**src/rtl/gateway_rx_cfg_ctrl.sv**
```systemverilog
// Host-side configuration sequencer for the per-vFPGA RX gateways: drives persistent
// route_ctrl words, keeps a readback shadow of identities and allowed sources.
module gateway_rx_cfg_ctrl #(
  parameter int N_VFPGA     = 4,
  parameter int N_SLOTS     = 4,
  parameter int HOLD_CYCLES = 2
) (
  input  logic                   aclk,
  input  logic                   aresetn,
  input  logic                   cmd_valid,
  output logic                   cmd_ready,
  input  logic [1:0]             cmd_op,
  input  logic [3:0]             cmd_vfpga,
  input  logic [1:0]             cmd_slot,
  input  logic [5:0]             cmd_src,
  input  logic [5:0]             cmd_self,
  output logic [N_VFPGA*14-1:0]  route_ctrl,
  output logic                   rsp_valid,
  output logic [1:0]             rsp_status,
  output logic                   busy,
  output logic [7:0]             err_count,
  input  logic [3:0]             rd_vfpga,
  input  logic [1:0]             rd_slot,
  output logic [5:0]             rd_src,
  output logic [5:0]             rd_self
);

  localparam int              HW        = $clog2(HOLD_CYCLES);
  localparam logic [HW-1:0]   HOLD_LAST = HW'(HOLD_CYCLES - 1);
  localparam logic [1:0]      SLOT_LAST = 2'(N_SLOTS - 1);
  localparam logic [4:0]      LANE_LIM  = 5'(N_VFPGA);
  localparam logic [2:0]      SLOT_LIM  = 3'(N_SLOTS);

  localparam logic [1:0] OP_WRITE     = 2'b00;
  localparam logic [1:0] OP_CLEAR_ALL = 2'b11;
  localparam logic [1:0] OP_SET_ID    = 2'b10;

  localparam logic [1:0] ST_OK        = 2'b00;
  localparam logic [1:0] ST_BAD_LANE  = 2'b01;
  localparam logic [1:0] ST_BAD_SLOT  = 2'b10;
  localparam logic [1:0] ST_ZERO_ID   = 2'b11;

  typedef enum logic [2:0] {IDLE, DRIVE, SWEEP, CHECK_FAIL, RESP} state_e;

  state_e                 state_q;
  logic [1:0]             op_q;
  logic [3:0]             lane_q;
  logic [1:0]             status_q;
  logic [HW-1:0]          hold_q;
  logic [1:0]             k_q;

  // Storage is sized for the 4-bit lane / 2-bit slot address space; lanes and
  // slots beyond the parameters are never written and stay zero.
  logic [15:0][13:0]      word_q;
  logic [15:0][5:0]       self_sh;
  logic [15:0][3:0][5:0]  src_sh;

  logic                   hs;
  logic [1:0]             chk_status;
  logic                   sweep_load;
  logic                   sweep_all;
  logic [3:0]             sweep_lane;
  logic [1:0]             sweep_k;

  // Command channel: a command transfers on a rising aclk edge where cmd_valid and
  // cmd_ready are both high; cmd_* are only sampled then. rsp_valid has no ready.
  assign hs = cmd_valid && cmd_ready;

  always_comb begin
    chk_status = ST_OK;
    if (cmd_op != OP_CLEAR_ALL && {1'b0, cmd_vfpga} >= LANE_LIM)
      chk_status = ST_BAD_LANE;
    else if (cmd_op == OP_WRITE && {1'b0, cmd_slot} >= SLOT_LIM)
      chk_status = ST_BAD_SLOT;
    else if (cmd_op == OP_SET_ID && cmd_self == 6'd0)
      chk_status = ST_ZERO_ID;
  end

  // Slot-k sweep word load: k=0 at acceptance, then each time a hold window expires.
  always_comb begin
    sweep_load = 1'b0;
    sweep_all  = (op_q == OP_CLEAR_ALL);
    sweep_lane = lane_q;
    sweep_k    = 2'd0;
    if (state_q == IDLE) begin
      sweep_load = hs && (chk_status == ST_OK) && cmd_op[0];
      sweep_all  = (cmd_op == OP_CLEAR_ALL);
      sweep_lane = cmd_vfpga;
    end else if (state_q == SWEEP) begin
      sweep_load = (hold_q == HOLD_LAST) && (k_q != SLOT_LAST);
      sweep_k    = k_q + 2'd1;
    end
  end

  always_ff @(posedge aclk) begin
    if (!aresetn) begin
      state_q    <= IDLE;
      cmd_ready  <= 1'b0;
      busy       <= 1'b0;
      rsp_valid  <= 1'b0;
      rsp_status <= ST_OK;
      err_count  <= 8'd0;
      op_q       <= 2'd0;
      lane_q     <= 4'd0;
      status_q   <= ST_OK;
      hold_q     <= '0;
      k_q        <= 2'd0;
      word_q     <= '0;
      self_sh    <= '0;
      src_sh     <= '0;
    end else begin
      rsp_valid <= 1'b0;
      case (state_q)
        IDLE: begin
          cmd_ready <= 1'b1;
          if (hs) begin
            cmd_ready <= 1'b0;
            busy      <= 1'b1;
            op_q      <= cmd_op;
            lane_q    <= cmd_vfpga;
            status_q  <= chk_status;
            hold_q    <= '0;
            k_q       <= 2'd0;
            if (chk_status != ST_OK) begin
              state_q <= CHECK_FAIL;
            end else if (cmd_op[0]) begin
              state_q <= SWEEP;
            end else begin
              state_q <= DRIVE;
              if (cmd_op == OP_WRITE) begin
                word_q[cmd_vfpga]           <= {cmd_src, self_sh[cmd_vfpga], cmd_slot};
                src_sh[cmd_vfpga][cmd_slot] <= cmd_src;
              end else begin
                // Keep the src/slot pair so the gateway rewrites the same entry.
                word_q[cmd_vfpga]  <= {word_q[cmd_vfpga][13:8], cmd_self, word_q[cmd_vfpga][1:0]};
                self_sh[cmd_vfpga] <= cmd_self;
              end
            end
          end
        end
        DRIVE: begin
          if (hold_q == HOLD_LAST) begin
            state_q    <= RESP;
            rsp_valid  <= 1'b1;
            rsp_status <= status_q;
          end else begin
            hold_q <= hold_q + HW'(1);
          end
        end
        SWEEP: begin
          if (hold_q == HOLD_LAST) begin
            hold_q <= '0;
            if (k_q == SLOT_LAST) begin
              state_q    <= RESP;
              rsp_valid  <= 1'b1;
              rsp_status <= status_q;
            end else begin
              k_q <= k_q + 2'd1;
            end
          end else begin
            hold_q <= hold_q + HW'(1);
          end
        end
        CHECK_FAIL: begin
          if (err_count != 8'hFF) err_count <= err_count + 8'd1;
          state_q    <= RESP;
          rsp_valid  <= 1'b1;
          rsp_status <= status_q;
        end
        RESP: begin
          state_q   <= IDLE;
          busy      <= 1'b0;
          cmd_ready <= 1'b1;
        end
        default: state_q <= IDLE;
      endcase

      if (sweep_load) begin
        if (sweep_all) begin
          for (int i = 0; i < N_VFPGA; i++) begin
            word_q[4'(i)]          <= {6'd0, self_sh[4'(i)], sweep_k};
            src_sh[4'(i)][sweep_k] <= 6'd0;
          end
        end else begin
          word_q[sweep_lane]          <= {6'd0, self_sh[sweep_lane], sweep_k};
          src_sh[sweep_lane][sweep_k] <= 6'd0;
        end
      end
    end
  end

  for (genvar g = 0; g < N_VFPGA; g++) begin : g_lane
    assign route_ctrl[g*14 +: 14] = word_q[g];
  end

  always_ff @(posedge aclk) begin
    if (!aresetn) begin
      rd_src  <= 6'd0;
      rd_self <= 6'd0;
    end else begin
      rd_src  <= ({1'b0, rd_vfpga} < LANE_LIM && {1'b0, rd_slot} < SLOT_LIM)
                 ? src_sh[rd_vfpga][rd_slot] : 6'd0;
      rd_self <= ({1'b0, rd_vfpga} < LANE_LIM) ? self_sh[rd_vfpga] : 6'd0;
    end
  end

endmodule
```
**config.mk**
```make
export PLATFORM = sky130hd
export DESIGN_NAME = gateway_rx_cfg_ctrl
export DESIGN_NICKNAME = d
export VERILOG_FILES = /design/src/rtl/gateway_rx_cfg_ctrl.sv
export SDC_FILE = /design/constraint.sdc
export NUM_CORES = 1
export LEC_CHECK = 0
export CORE_ASPECT_RATIO = 1.4
export CORE_MARGIN = 5
export CORE_UTILIZATION = 50
export CTS_BUF_LIST = sky130_fd_sc_hd__clkbuf_8 sky130_fd_sc_hd__clkbuf_16
export CTS_CLUSTER_SIZE = 12
export DETAILED_ROUTE_END_ITERATION = 7
export GPL_TIMING_DRIVEN = 0
export HOLD_SLACK_MARGIN = 0.05
export PLACE_DENSITY = 0.71
export SETUP_SLACK_MARGIN = 0.1
export SLEW_MARGIN = 20
export SYNTH_ARGS = -nofsm -noshare
export SYNTH_HDL_FRONTEND = slang
export SYNTH_SLANG_ARGS = --single-unit
```
**constraint.sdc**
```tcl
create_clock -name aclk -period 3.15 [get_ports aclk]
set_input_delay 0.63 -clock aclk [delete_from_list [all_inputs] [get_ports aclk]]
set_output_delay 0.63 -clock aclk [all_outputs]
set_load 0.02 [all_outputs]
```
* Yosys cells after proc, flatten, opt, wreduce, memory -nomap -nowiden
Index checks and enable logic that the tools add are counted.
Word-level totals: register bits 743, output and inout bits 81, logic and storage cells 262
Cells by class: $add $sub $neg 3, $lt $le $gt $ge 12, eq/ne operators 16, mux-type cells 84, bitwise operators 10, reduce and logical (&&, ||, !) cells 28
Operators by type and width (count):
- $mux W384 | 7
- $mux W224 | 7
- $bwmux W224 | 3
- $and A384 B384 Y384 | 1
- $bwmux W384 | 1
- $not A384 Y384 | 1
- $mux W288 | 1
- $demux W24 S4 | 2
- $mux W168 | 1
- $demux W14 S4 | 2
- $and A24 B24 Y24 | 4
- $bmux W24 S4 | 1
- $bwmux W96 | 1
- $mux W96 | 1
- $bmux W6 S4 | 3
- $mux W24 | 3
- $bmux W14 S4 | 1
- $mux W56 | 1
- $mux W14 | 3
- $mux W6 | 7
- $demux W6 S2 | 2
- $demux W6 S4 | 1
- $mux W2 | 12
- $not A24 Y24 | 1
- other kinds (35) | 86

* Logic depth before layout (Yosys ltp)
Gate-level depths: netlist of run 1.
word-level depth 16, gate-level depth with buffers 10, depth with buffers taken out 6

* Worst setup path after synthesis of run 1
No wires, ideal clock.
path kind input-to-reg, from input port cmd_vfpga[1], to register word_q (netlist bit route_ctrl[13]), setup time 0.136 ns, arrival time 2.418 ns, data required time 3.014 ns, setup slack 0.596 ns, stages on the path 7, buffers on the path 3, cell sequence buf_2 -> buf_2 -> buf_1 -> mux4_2 -> mux4_2 -> o21ai_0 -> a31oi_1
Between the ends: word-level cells in the longest chain between the ends 14
RTL lines:
- start, declared | RTL line 13 | input logic [3:0] cmd_vfpga,
- $lt A4 B5 Y1 (implied by the code) / $ge A4 B1 Y1 (equally long branches) | RTL line 131, 135
- $logic_and A1 B1 Y1 (implied by the code) | RTL line 131, 135
- $mux W14 (implied by the code) | RTL line 131, 135
- $demux W14 S4 | RTL line 131, 135
- $bwmux W224, on equally long branches | RTL line 135, 131
- $mux W224 | RTL line 130 | if (cmd_op == OP_WRITE) begin
- $mux W224 | RTL line 126 | end else if (cmd_op[0]) begin
- $mux W224 | RTL line 124 | if (chk_status != ST_OK) begin
- $mux W224 | RTL line 116 | if (hs) begin
- $mux W224 | RTL line 113 | case (state_q)
- $mux W224 | RTL line 96 | if (!aresetn) begin
- $bwmux W224 | RTL line 185 | word_q[sweep_lane] <= {6'd0, self_sh[sweep_lane], sweep_k};
- $mux W56 | RTL line 179 | if (sweep_all) begin
- $mux W224 * | RTL line 178 | if (sweep_load) begin
- end signal, assigned by index | RTL line 131 | word_q[cmd_vfpga] <= {cmd_src, self_sh[cmd_vfpga], cmd_slot};
- end signal, assigned by index | RTL line 181 | word_q[4'(i)] <= {6'd0, self_sh[4'(i)], sweep_k};
- end signal, assigned by index | RTL line 185
- end, declared | RTL line 54 | logic [15:0][13:0] word_q;
Mark *: on every way between the ends. The rest lies on a longest branch, timed or not. The select of a mux whose other input is x is not followed. A chain may end at the register's enable or synchronous reset.

* Final worst setup path of run 1
from register state_q[2], to register word_q (netlist bit route_ctrl[12])
Between the ends: word-level cells in the longest chain between the ends 9
RTL lines:
- start, declared | RTL line 45 | state_e state_q;
- start signal, assigned | RTL line 97 | state_q <= IDLE;
- start signal, assigned | RTL line 125 | state_q <= CHECK_FAIL;
- start signal, assigned | RTL line 127 | state_q <= SWEEP;
- $logic_not A3 Y1 | RTL line 85, 113
- $mux W4 | RTL line 85 | if (state_q == IDLE) begin
- $lt A4 B5 Y1 (implied by the code) / $ge A4 B1 Y1 (equally long branches) | RTL line 185
- $logic_and A1 B1 Y1 (implied by the code) | RTL line 185
- $mux W14 (implied by the code) | RTL line 185
- $demux W14 S4 | RTL line 185
- $bwmux W224 | RTL line 185
- $mux W56 | RTL line 179
- $mux W224 * | RTL line 178
- end signal, assigned by index | RTL line 135 | word_q[cmd_vfpga] <= {word_q[cmd_vfpga][13:8], cmd_self, word_q[cmd_vfpga][1:0]};
- end signal, assigned by index | RTL line 181
- end signal, assigned by index | RTL line 185
Marked as above.

==> run_results.csv, run 1 <==
group,metric,value,unit
global_route,grt-ovfl-total,0,
timing,finalWorstSetupSlack,0.218,ns
worst_setup_path,worst_ep_arrival_time,3.36,ns
route,drt-initial-drc-count,945,
worst_setup_path,worstSetupEndpointType,"flip-flop",
pwr,p_sw_share,24.2,%
route,wl_per_cell,21.7,µm
route,vias,11834,
synth,synth.net_count,1497,
worst_setup_path,cp_top_family,"compound AO/OA/AOI/OAI gates",
final_layout,layout.cells.most_common,"dfxtp_1",
pwr,leakage,7.39,nW
placement,dp_worst_setup_slack,-0.800,ns
synth,synth_area,14800,µm²
worst_setup_path,cp.required,3.58,ns
min_path,hold_class,"flip-flop to flip-flop",
die,die-area,33200,µm²
timing,max_freq,0.341,GHz
synth,yosys_register_bits,327,
global_route,grt_pass1_wl,67500,µm
clock_tree,h-tree-depth,2,
timing,tightest_slew,0.887,ns
clock_tree,cts_tree,"built",
final_layout,syn2layout_area_growth,17.4,%
clock_tree,clockRootBuffer,"clkbuf_16",
clock_tree,clkLatencyLatePin,0.52,ns
worst_setup_path,slowest_stage,"dfxtp_1",
synth,async_flop_share,0,%
die,fp-row-count,74,
die,io_pins,110,
die,core_area,29300,µm²
worst_setup_path,worstSetupPathType,"flip-flop to flip-flop",
worst_setup_path,path_common_cell,"buf_2",
pwr,internal-power,6.64,mW
final_layout,drive_gt1_share,16.7,%
synth,syn_avg_cell_area,10.1,µm²
worst_setup_path,critPathLaunchType,"flip-flop",
route,drcViolationCount,0,
timing,final-max-slew-violation-count,0,
clock_tree,cts.clk_slew.worst_paths,0.06,ns
timing,hold_viol_final,0,
route,firstDrtPassIters,5,
die,die_h,214,µm
synth,yosysSeqAreaShare,44.2,%
flow_run,drv_cap,0,
global_route,antenna_found_initial,0,
timing,hold_ws,0.422,ns
placement,io_buffers,97,
worst_setup_path,path_max_fanout,10,
synth,synth_edf_count,0,
timing,post-route-period-util,93.1,%
timing,setup_viol,0,
route,ant_nets,0,
worst_setup_path,critical_path_buf_inv_count,3,
die,dieWidth,155,µm
synth,synth_cells,1466,
timing,rsz0062_at_grt,"no",
timing,fin_crit,2.93,ns
global_route,grt_max_degree,13,
pwr,p_switching,2.12,mW
synth,ys_warn_count,0,
placement,routabilityCongestion,0.979,
final_layout,diodes,0,
global_route,first_global_vias,11775,
final_layout,nNetsFinal,1630,
worst_setup_path,crit_chain,"buf_4 > nor3_2 > buf_2 > o32ai_1 > o31a_1 > buf_2 > o21ai_0 > a31oi_1",
clock_tree,cts.sinks,327,
pwr,pwr-share-clk,43.6,%
timing,finalClockSkew,0.0108,ns
clock_tree,hold_buffers,0,
global_route,grt_usage,25.9,%
clock_tree,clock_path_buffers,3,
clock_tree,post_cts_buffers,0,
pwr,combPwrFrac,8.6,%
synth,ys.flop_type,"dfxtp_1",
pwr,p_seq_share,47.8,%
placement,dp_hpwl,32600,µm
final_layout,mostFrequentLayoutCells,"dfxtp_1 (327), nor2_1 (186), mux2i_1 (143)",
pwr,power_density,504,nW/µm²
route,routed_wl,43300,µm
die,initial_utilization,50.6,%
route,vias_per_cell,5.94,
final_layout,fill_cells,2515,
clock_tree,cts_buffers,34,
synth,yosysUniqueCellTypes,76,
timing,tns,0,ns
timing,slew_headroom,40.0,%
outcome,status,"complete, no violations",
worst_setup_path,slowest_delay,0.57,ns
pwr,peakVddDrop,0.000375,V
==> power by group through the flow <==
stage	Clock (mW)	Combinational, mW	Sequential [mW]
final	3.82	0.754	4.18
after global placement	0	0.720	4.27
after CTS	3.88	0.735	4.18
after floorplan	0	0.474	4.27
after detailed placement	0	0.728	4.27
after global routing	4.02	0.802	4.18
==> cell usage after synthesis (all sizes together) (3+ instances only) <==
cell type / n / share of area [%]
a21oi: 26 / 0.90
xnor2: 5 / 0.30
nor2: 191 / 4.9
nor4bb: 3 / 0.20
nor2b: 11 / 0.46
and3: 32 / 1.4
o21ai: 93 / 3.1
clkbuf: 64 / 1.6
or2: 4 / 0.17
o221a: 6 / 0.46
nor4b: 7 / 0.46
and2: 79 / 3.3
nand3: 29 / 0.98
nor3: 36 / 1.3
mux4: 78 / 12
a31oi: 39 / 1.8
a22oi: 9 / 0.46
nand2: 60 / 1.5
o31a: 3 / 0.18
inv: 18 / 0.46
buf: 116 / 4.8
nand3b: 6 / 0.30
a211oi: 7 / 0.44
dfxtp: 327 / 44
o31ai: 3 / 0.25
and4: 3 / 0.18
o211ai: 4 / 0.27
nand4: 6 / 0.25
mux2i: 143 / 9.7
or3: 8 / 0.34
nor4: 8 / 0.48
o2bb2ai: 7 / 0.41
==> routing by layer <==
layer,part of all wire (%),GRT usage [%],vias to the layer above
li1,-,-,5423
met1,39,31.5,5735
met2,49,44.3,537
met3,6.4,4.04,139
met4,5.4,13.6,0
met5,0,0,-
==> metrics by stage <==
stage	instance area, µm²	power [mW]	util, %	instances
after CTS	17300	8.80	59.2	1993
after global routing	17400	9.01	59.4	1993
after floorplan	14800	4.74	-	1466
final	17400	8.76	59.4	1993
after detailed placement	16300	5.00	55.6	1943
after global placement	16300	4.99	55.6	1943
==> layout make-up <==
type | count | area, µm² | share of cell area (%)
clock inverters | 10 | 65.1 | 0.374
well taps | 380 | 475 | 2.73
inverters | 19 | 71.3 | 0.410
repair buffers | 97 | 971 | 5.59
clock buffers | 40 | 967 | 5.56
multi-input cells | 940 | 7330 | 42.1
plain buffers | 180 | 962 | 5.53
flip-flops and latches | 327 | 6550 | 37.7
==> flip-flops by register name, indices dropped and copies added (netlist names), 3 cells and up <==
name,cells
src_sh,104
route_ctrl,56
rd_src,6
rd_self,6
lane_q,4
state_q,3
err_count,8
word_q,80
self_sh,48
==> cells by family after synthesis <==
family                     synth area share (%)
AOI/OAI and AO/OA                          10.0
xor gates and xnor gates                  0.355
adders and majority gates                 0.169
buffers and inverters                      6.90
DFF                                        44.2
muxes                                      21.7
and+or+nand+nor                            16.7
==> final timing paths <==
check / start / endpoint / slack, ns / cells past startpoint
max: state_q[2] / route_ctrl[12] / 0.22 / 8
min reg2reg: word_q[148] / word_q[148] / 0.42 / 2
min: word_q[148] / word_q[148] / 0.42 / 2
max reg2reg: state_q[2] / route_ctrl[12] / 0.22 / 8
==> worst reg2reg max path: stages (launching register included) <==
cell     delay, ns
dfxtp_1       0.57
buf_4         0.30
nor3_2        0.09
buf_2         0.20
o32ai_1       0.53
o31a_1        0.49
buf_2         0.34
o21ai_0       0.16
a31oi_1       0.18
==> what timing repair did <==
action	4_1_cts	5_1_grt
setup endpoints to repair	73	95
gates resized for setup	5	20
pin swaps	0	0
endpoints found under the hold margin	0	0
No activity file was read; power rests on OpenSTA's default activity.
==> inputs of run 2 (changes only) <==
CELL_PAD_IN_SITES_DETAIL_PLACEMENT = 1   (was default)
CELL_PAD_IN_SITES_GLOBAL_PLACEMENT = 2   (was default)
CORE_UTILIZATION = 36   (was 50)
PLACE_DENSITY = 0.77   (was 0.71)
==> run 2 against run 1 <==
  * The run now ends with negative setup slack left
  * Sequential share of layout area down 0.80 points
  * Non-clock buffer count up 1
  * Power up 6.6%
  * Register-to-register slack better by 0.06 ns
  * First-iteration DRC count down 35%
  * Clock skew up 0.0067 ns
  * Critical path depth unchanged
  * Clock power up 14%
  * Largest cell class unchanged
==> run_results.csv, run 2 (synthesis results as in run 1) <==
group,metric,value,unit
die,core_area,41000,µm²
timing,finalWorstSetupSlack,-0.0168,ns
clock_tree,clock_path_buffers,3,
pwr,power_density,526,nW/µm²
placement,routabilityCongestion,0.869,
worst_setup_path,worstSetupPathType,"input port to flip-flop",
worst_setup_path,rrSetupSlack,0.28,ns
worst_setup_path,slowest_delay,0.63,ns
timing,final-max-slew-violation-count,0,
timing,tns,-0.0239,ns
global_route,grt_max_degree,13,
timing,setup_viol,4,
final_layout,top_register,"src_sh",
route,vias,11711,
route,routed_wl,50700,µm
worst_setup_path,critical_path_buf_inv_count,3,
worst_setup_path,worst_ep_arrival_time,3.56,ns
final_layout,seqCellArea,6550,µm²
final_layout,multi_input_area,7300,µm²
die,die_h,250,µm
timing,fin_crit,3.17,ns
timing,finalClockSkew,0.0174,ns
worst_setup_path,cp_top_family,"buffers and inverters",
global_route,grt_pass1_wl,76900,µm
worst_setup_path,reg2reg_from,"state_q[2]",
worst_setup_path,critPathLaunchType,"input port",
final_layout,mostFrequentLayoutCells,"dfxtp_1 (327), nor2_1 (184), mux2i_1 (143)",
worst_setup_path,reg2reg_to,"route_ctrl[8]",
worst_setup_path,cp.required,3.54,ns
timing,post-route-period-util,101,%
flow_run,drv_cap,0,
die,initial_utilization,36.2,%
final_layout,drive_gt1_share,17.3,%
die,io_pins,110,
route,vias_per_cell,5.40,
clock_tree,cts_buffers,37,
timing,hold_viol_final,0,
pwr,p_total,9.34,mW
route,ant_nets,0,
clock_tree,clkLatencyLatePin,0.52,ns
global_route,antenna_found_initial,0,
timing,max_freq,0.316,GHz
min_path,hold_depth,2,
die,dieWidth,181,µm
worst_setup_path,slowest_stage,"a2111oi_2",
final_layout,syn2layout_area_growth,19.9,%
final_layout,final_area,17800,µm²
final_layout,nNetsFinal,1634,
worst_setup_path,worstSetupEndpointType,"flip-flop",
clock_tree,h-tree-depth,2,
placement,dp_hpwl,38300,µm
worst_setup_path,crit_chain,"clkdlybuf4s50_1 > clkbuf_2 > a2bb2oi_1 > a2111oi_2 > buf_2 > nand3_1 > mux2i_1 > nor2_1",
outcome,status,"finished, violations left",
placement,io_buffers,97,
outcome,failed_checks,"negative setup slack",
clock_tree,clockRootBuffer,"clkbuf_16",
worst_setup_path,cp.depth,8,
timing,rsz0062_at_grt,"yes",
final_layout,layout.cells.most_common,"dfxtp_1",
clock_tree,cts_tree,"built",
global_route,grt_usage,21.9,%
route,drcViolationCount,0,
route,firstDrtPassIters,5,
global_route,grt-ovfl-total,0,
pwr,peakVddDrop,0.000277,V
worst_setup_path,path_max_fanout,10,
worst_setup_path,critPathCapture,"src_sh[39]",
global_route,first_global_vias,12288,
timing,slew_headroom,32.8,%
route,drt-initial-drc-count,614,
die,fp-row-count,88,
placement,place_area,16500,µm²
worst_setup_path,critPathLaunch,"cmd_op[1]",
final_layout,largest_reg_flops,104,
min_path,hold_class,"flip-flop to flip-flop",
final_layout,fill_cells,4636,
timing,tightest_slew,1.00,ns
clock_tree,cts.clk_slew.worst_paths,0.06,ns
worst_setup_path,reg2regPathDepth,8,
pwr,leakage,7.50,nW
clock_tree,post_cts_buffers,0,
die,die-area,45400,µm²
route,wl_per_cell,23.4,µm
clock_tree,cts.sinks,327,
-- run 2: changes by cell type in the layout (fill, tap and decap cells not counted), sizes merged --
cell,previous run,this run
buf,113,115
clkinv,2,4
inv,26,29
clkinvlp,0,1
bufinv,1,4
clkbuf,107,111
diode,0,1
-- run 2: per-layer routing --
layer | track usage [%] | share of wire, % | up-vias
met2 | 38.8 | 51 | 305
met1 | 27.4 | 41 | 5866
met3 | 2.61 | 4.0 | 88
met4 | 7.77 | 3.8 | 0
met5 | 0 | 0 | -
li1 | - | - | 5452
-- run 2: how the worst min path moves through the flow --
| stage | startpoint | endpoint | slack (ns) |
|---|---|---|---|
| floorplan | word_q[148] | word_q[148] | 0.41 |
| detailed placement | word_q[149] | word_q[149] | 0.42 |
| global placement | word_q[96] | word_q[96] | 0.41 |
| CTS | word_q[149] | word_q[149] | 0.43 |
| global route | word_q[94] | word_q[94] | 0.45 |
| finish | word_q[149] | word_q[149] | 0.42 |
-- run 2: final cells by class --
cell class              instances  area share (%)
multi-input cells             940            41.1
flip-flops and latches        327            36.9
clock buffers                  45            5.83
repair buffers                 98            5.50
plain buffers                 180            5.43
well taps                     540            3.80
clock inverters                19            1.04
inverters                      19           0.402
diodes                          1          0.0141
-- run 2: stage by stage --
step,instances,hold slack (ns),setup slack (ns),util (%)
after global routing,2168,0.450,-0.0143,43.4
after global placement,2103,0.411,-1.13,40.2
after floorplan,1466,0.405,0.596,-
after CTS,2168,0.426,0.106,43.3
final,2169,0.422,-0.0168,43.4
after detailed placement,2104,0.417,-0.884,40.2
-- run 2: repair_timing --
action / 4_1_cts / 5_1_grt
setup endpoints to repair: 115 / 94
hold buffers: 0 / 0
pin swaps: 1 / 0
gates resized for setup: 11 / 10
-- run 2: report_power, final --
group | switching, mW | total (mW) | internal [mW] | leakage [nW]
sequential | 0.0235 | 4.18 | 4.16 | 2.63
clock | 1.72 | 4.37 | 2.64 | 0.640
combinational | 0.542 | 0.786 | 0.244 | 4.22
-- run 2: worst reg2reg max path, stage by stage (launching register included) --
cell and delay, ns:
dfxtp_1 0.54, buf_4 0.31, nor3_2 0.09, buf_2 0.20
o32ai_1 0.58, o31a_2 0.42, buf_2 0.34, o21ai_0 0.14
a31oi_1 0.15
